--- config.mk ---
export PLATFORM = sky130hd
export DESIGN_NAME = serial_word_loader
export DESIGN_NICKNAME = d
export VERILOG_FILES = /design/src/rtl/serial_word_loader_pkg.sv /design/src/rtl/serial_word_loader_bit_counter.sv /design/src/rtl/serial_word_loader.sv
export SDC_FILE = /design/constraint.sdc
export NUM_CORES = 1
export LEC_CHECK = 0
export BUFFER_PORTS_ARGS = -buffer_cell sky130_fd_sc_hd__buf_2
export CORE_MARGIN = 2
export CORE_UTILIZATION = 54
export CTS_CLUSTER_SIZE = 16
export DETAILED_ROUTE_END_ITERATION = 8
export PLACE_DENSITY = 0.8
export SLEW_MARGIN = 10
export SYNTH_ARGS = -nofsm -noshare
export SYNTH_HDL_FRONTEND = slang
export SYNTH_SLANG_ARGS = --single-unit
--- constraint.sdc ---
create_clock -name clk -period 2.04 [get_ports clk]
set_input_delay 0.408 -clock clk [delete_from_list [all_inputs] [get_ports clk]]
set_output_delay 0.408 -clock clk [all_outputs]
set_load 0.02 [all_outputs]
--- src/rtl/serial_word_loader_pkg.sv ---
// Shared definitions for serial_word_loader: FSM state encoding, default word width
// and helpers that build the registered output bundle for each state.
package serial_word_loader_pkg;

    localparam int SER_WIDTH_DEFAULT = 8;

    typedef enum logic [1:0] {
        IDLE  = 2'd0,
        CLEAR = 2'd1,
        SHIFT = 2'd2
    } ser_state_e;

    typedef struct packed {
        logic in_ready;
        logic busy;
        logic ser_valid;
        logic ser_last;
        logic ser_bit;
        logic ser_clr;
    } ser_out_t;

    // Reset holds the downstream stage cleared and refuses new words
    function automatic ser_out_t outs_reset();
        ser_out_t o;
        o         = '0;
        o.ser_clr = 1'b1;
        return o;
    endfunction

    function automatic ser_out_t outs_idle();
        ser_out_t o;
        o          = '0;
        o.in_ready = 1'b1;
        return o;
    endfunction

    function automatic ser_out_t outs_clear();
        ser_out_t o;
        o         = '0;
        o.busy    = 1'b1;
        o.ser_clr = 1'b1;
        return o;
    endfunction

    function automatic ser_out_t outs_shift(input logic bit_v, input logic last_v,
                                            input logic ready_v);
        ser_out_t o;
        o           = '0;
        o.busy      = 1'b1;
        o.ser_valid = 1'b1;
        o.ser_bit   = bit_v;
        o.ser_last  = last_v;
        o.in_ready  = ready_v;
        return o;
    endfunction

endpackage

--- src/rtl/serial_word_loader_bit_counter.sv ---
// Clearable, enabled bit counter with a registered terminal-count flag and a
// look-ahead flag telling whether the value about to be loaded is terminal.
module bit_counter #(
    parameter int            CW  = 3,
    parameter logic [CW-1:0] MAX = '1
) (
    input  logic clk,
    input  logic reset,
    input  logic clr_i,
    input  logic en_i,
    output logic tc_o,
    output logic tc_next_o
);

    logic [CW-1:0] count_q;
    logic [CW-1:0] count_d;
    logic          tc_q;

    // Next count: clear wins over enable, otherwise hold
    always_comb begin
        count_d = count_q;
        if (clr_i) begin
            count_d = '0;
        end else if (en_i) begin
            count_d = count_q + {{(CW-1){1'b0}}, 1'b1};
        end else begin
            count_d = count_q;
        end
    end

    // Count and terminal-count registers
    always_ff @(posedge clk) begin
        if (reset) begin
            count_q <= '0;
            tc_q    <= (MAX == {CW{1'b0}});
        end else begin
            count_q <= count_d;
            tc_q    <= (count_d == MAX);
        end
    end

    assign tc_o      = tc_q;
    assign tc_next_o = (count_d == MAX);

endmodule

--- src/rtl/serial_word_loader.sv ---
// Parallel-to-serial word loader (LSB first) with a one-cycle downstream clear per word.
// Define SERIAL_LOADER_B2B_EN to accept the next word during the last bit of the current one.
module serial_word_loader
    import serial_word_loader_pkg::*;
#(
    parameter int WIDTH = SER_WIDTH_DEFAULT
) (
    input  logic             clk,
    input  logic             reset,
    input  logic             in_valid,
    input  logic [WIDTH-1:0] in_data,
    output logic             in_ready,
    output logic             ser_bit,
    output logic             ser_valid,
    output logic             ser_clr,
    output logic             ser_last,
    output logic             busy
);

    localparam int            CW      = $clog2(WIDTH);
    localparam logic [CW-1:0] CNT_MAX = CW'(WIDTH - 1);
`ifdef SERIAL_LOADER_B2B_EN
    localparam logic B2B = 1'b1;
`else
    localparam logic B2B = 1'b0;
`endif

    ser_state_e       state_q;
    logic [WIDTH-1:0] shift_q;
    ser_out_t         out_q;
    logic             accept_s;
    logic             cnt_clr_s;
    logic             cnt_en_s;
    logic             tc_s;
    logic             tc_next_s;

    // in_ready comes from a register, so accepting never forms an input-to-output path
    assign accept_s = in_valid & out_q.in_ready;

    // Counter advances only between bits of a word and is parked at zero elsewhere
    always_comb begin
        cnt_clr_s = 1'b1;
        cnt_en_s  = 1'b0;
        if ((state_q == SHIFT) && !tc_s) begin
            cnt_clr_s = 1'b0;
            cnt_en_s  = 1'b1;
        end else begin
            cnt_clr_s = 1'b1;
            cnt_en_s  = 1'b0;
        end
    end

    bit_counter #(
        .CW  (CW),
        .MAX (CNT_MAX)
    ) u_bit_counter (
        .clk       (clk),
        .reset     (reset),
        .clr_i     (cnt_clr_s),
        .en_i      (cnt_en_s),
        .tc_o      (tc_s),
        .tc_next_o (tc_next_s)
    );

    // Loader FSM; outputs are registered alongside the state they describe
    always_ff @(posedge clk) begin
        if (reset) begin
            state_q <= IDLE;
            shift_q <= '0;
            out_q   <= outs_reset();
        end else begin
            case (state_q)
                IDLE: begin
                    if (accept_s) begin
                        state_q <= CLEAR;
                        shift_q <= in_data;
                        out_q   <= outs_clear();
                    end else begin
                        state_q <= IDLE;
                        out_q   <= outs_idle();
                    end
                end
                CLEAR: begin
                    state_q <= SHIFT;
                    out_q   <= outs_shift(shift_q[0], tc_next_s, B2B & tc_next_s);
                end
                SHIFT: begin
                    if (tc_s) begin
                        if (B2B && accept_s) begin
                            state_q <= CLEAR;
                            shift_q <= in_data;
                            out_q   <= outs_clear();
                        end else begin
                            state_q <= IDLE;
                            shift_q <= '0;
                            out_q   <= outs_idle();
                        end
                    end else begin
                        state_q <= SHIFT;
                        shift_q <= {1'b0, shift_q[WIDTH-1:1]};
                        out_q   <= outs_shift(shift_q[1], tc_next_s, B2B & tc_next_s);
                    end
                end
                default: begin
                    state_q <= IDLE;
                    shift_q <= '0;
                    out_q   <= outs_idle();
                end
            endcase
        end
    end

    assign in_ready  = out_q.in_ready;
    assign busy      = out_q.busy;
    assign ser_valid = out_q.ser_valid;
    assign ser_last  = out_q.ser_last;
    assign ser_bit   = out_q.ser_bit;
    assign ser_clr   = out_q.ser_clr;

endmodule

==> metrics.md <==
| Metric | Value |
|---|---|
| CP peak stage delay | `0.51 ns` |
| Commonest non-fill, non-tap cell in the layout | `dfxtp_1` |
| Crit path capture type | `primary output` |
| CP max stage cell | `dfxtp_1` |
| CP arrival | `1.02 ns` |
| Syn Inst Count | `78` |
| Antenna violation net count after detailed routing | `0` |
| Complex-gate fraction of the synthesized area | `0.188` |
| Worst hold slack | `0.410 ns` |
| Clock root buffer | `clkbuf_4` |
| RSZ-0062 raised after global routing | `false` |
| Hold path start | `in_data[7]` |
| Crit path max fanout | `10` |
| Gr usage total | `0.194` |
| TritonCTS Buffers | `3` |
| Detailed Route Iter0 Violations | `10` |
| Rel. slew slack | `0.658` |
| Util after Layout | `0.662` |
| Overflow left after global routing | `0` |
| Family with the most delay on the worst path | `flip-flops` |
| Detail Placement HPWL | `988 µm` |
| Slew Limit Fails | `0` |
| H-tree levels | `1` |
| Tcrit/Tclk final | `0.701` |
| Post-Syn Nets | `90` |
| Largest family of logic cells by synthesized area | `compound AO/OA/AOI/OAI gates` |
| Vias | `597` |
| Ant diodes | `0` |
| DR WL/cell | `~13 µm` |
| Static Leak | `0.397 nW` |
| # port buffers | `16` |
| Number of setup violations in the final report | `0` |
| Crit path cell chain | `buf_2` |
| Layout fillers | `about 120` |
| Post-CTS sizing | `0` |
| Clock Latency Late Sink | `just under 0.3 ns` |
| Height of the die | `41.3 µm` |
| Max Fclk | `approximately 0.7 GHz` |
| Synth cell types | `25` |
| Yosys reg bits | `19` |
| Routability cong. | `0.756` |
| Req. time, crit path | `1.63 ns` |
| Starting Density | `0.577` |
| Maxcap violations | `0` |
| Detailed Route WL | `1.38 mm` |
| Slew @ Worst Pin | `0.510 ns` |
| Post-Synth XOR/XNOR Area | `0.0117` |
| Top FF cell, synth | `dfxtp_1` |
| Core area | `1300 µm²` |
| VDD IR max | `0.000523 V` |
| Largest net degree at the start of global routing | `15` |
| Skew final | `approximately 0.0012 ns` |
| # rows | `13` |
| DIE AREA | `approximately 1700 µm²` |
| Area grow syn2layout | `14.7%` |
| Power per Cell Area | `782 nW/µm²` |
| Final nets | `108` |
| Post-synth ARST share | `0` |
| Final Hold Violating Endpoints | `0` |
| Mapped cell area | `751 µm²` |
| Startpoint types | `flop` |
| Setup TNS | `0 ns` |
| Seq/Total Area, Yosys | `0.507` |
| Mean area per synthesized cell | `a little under 10 µm²` |
| Area of the multi-input gates | `about 310 µm²` |
| Most frequent cells in the layout | `dfxtp_1 (19), buf_2 (16), inv_1 (9)` |
| # IOs | `17` |
| Router iterations before antenna repair | `4` |
| Hold bufs inserted after CTS | `0` |
| WP buf/inv | `1` |
| EDFF count, synth | `0` |
| TritonCTS clock tree | `built` |
| Sequential standard cell area | `380 µm²` |
| Critical path class | `flop to primary output` |
| Share of layout cells above drive strength 1 | `0.242` |
| Reg clk slew, reported paths | `around 0.1 ns` |
| Worst Hold Class | `input pin to flop` |
| Residual DRC | `0` |
| RR Startpoint | `state_q[1]` |
| Adder-cell share of the synthesized area | `0.0167` |
| Initial antenna violation count | `0` |
| Deepest clock path buffer count | `2` |
| Critical Path Source | `state_q[1]` |
| First-pass GRT wire length | `2.10 mm` |
| Chip width | `41.3 µm` |
| # Post-CTS Setup Buffers | `0` |
| Vias in the first global route | `496` |
| Status | `finished, final reports clean` |
| Clock sinks | `19` |
| Synth warn | `0` |
| Final Critical Period | `between 1 and 1.5 ns` |
| Simple-gate share of the synthesized area | `0.178` |
| Via density | `5.43` |
| Mux share of post-synthesis cell area | `0.0133` |
-- power by group --
group | switching (W) | total (W) | internal, W
sequential | 0.0000142 | 0.000405 | 0.000391
clock | 0.000105 | 0.000181 | 0.0000760
combinational | 0.0000471 | 0.0000867 | 0.0000397
-- cell usage after synthesis (2+ instances only) --
master | instances | share of area
dfxtp_1 | 19 | 0.51
inv_1 | 9 | 0.045
a22o_1 | 7 | 0.082
nand2_1 | 7 | 0.035
o22ai_1 | 7 | 0.058
a21oi_1 | 3 | 0.020
buf_2 | 3 | 0.020
nor3_1 | 3 | 0.020
and3_1 | 2 | 0.017
nor2_1 | 2 | 0.010
nor3b_1 | 2 | 0.020
-- sequential cells by signal (all words and copies together) (netlist names) --
signal / count
state_q: 2
ser_last: 1
busy: 1
u_bit_counter.count_q: 3
ser_bit: 1
ser_clr: 1
u_bit_counter.tc_o: 1
in_ready: 1
shift_q: 8
-- path summary, 6_finish.rpt --
check        depth (start not counted)          to  slack, ns
min                                  3  shift_q[7]       0.41
max                                  1   ser_valid       0.61
min reg2reg                          1  shift_q[5]       0.49
max reg2reg                          3    ser_last       0.64
-- worst register-to-register path: cells and delay by family, from the launching register on --
kind	cells	cell delay, ns
flip-flops	1	0.51
AND/OR/NAND/NOR	3	0.85
-- layer usage --
layer	GRT usage	part of all wire	vias up
met4	0.121	0.0087	0
met3	0.0326	0.049	2
met2	0.316	0.48	15
li1	-	-	304
met5	0	0	-
met1	0.234	0.46	276
-- kinds of logic (layout without fill, tap and decap cells) --
family | Yosys count | after routing
and+or+nand+nor | 22 | 22
adders and majority gates | 1 | 1
muxes | 1 | 1
xor gates and xnor gates | 1 | 1
DFF | 19 | 19
buffers and inverters | 14 | 31
AOI/OAI and AO/OA | 20 | 20
-- through the flow --
| stage | cells | area, µm² | power (W) | setup WS (ns) |
|---|---|---|---|---|
| final | 110 | 861 | 0.000673 | 0.609 |
| after global routing | 110 | 861 | 0.000704 | 0.547 |
| after CTS | 110 | 861 | 0.000681 | 0.605 |
| after detailed placement | 106 | 835 | 0.000500 | 0.607 |
| after global placement | 106 | 835 | 0.000496 | 0.666 |
| after floorplan | 78 | 751 | 0.000470 | 0.733 |
-- area by class of cell --
cell class | count | area share
well taps | 15 | 0.0218
clock buffers | 4 | 0.0305
repair buffers | 18 | 0.110
flip-flops and latches | 19 | 0.442
multi-input cells | 45 | 0.356
inverters | 9 | 0.0392
Power figures use the tool's default switching activity.
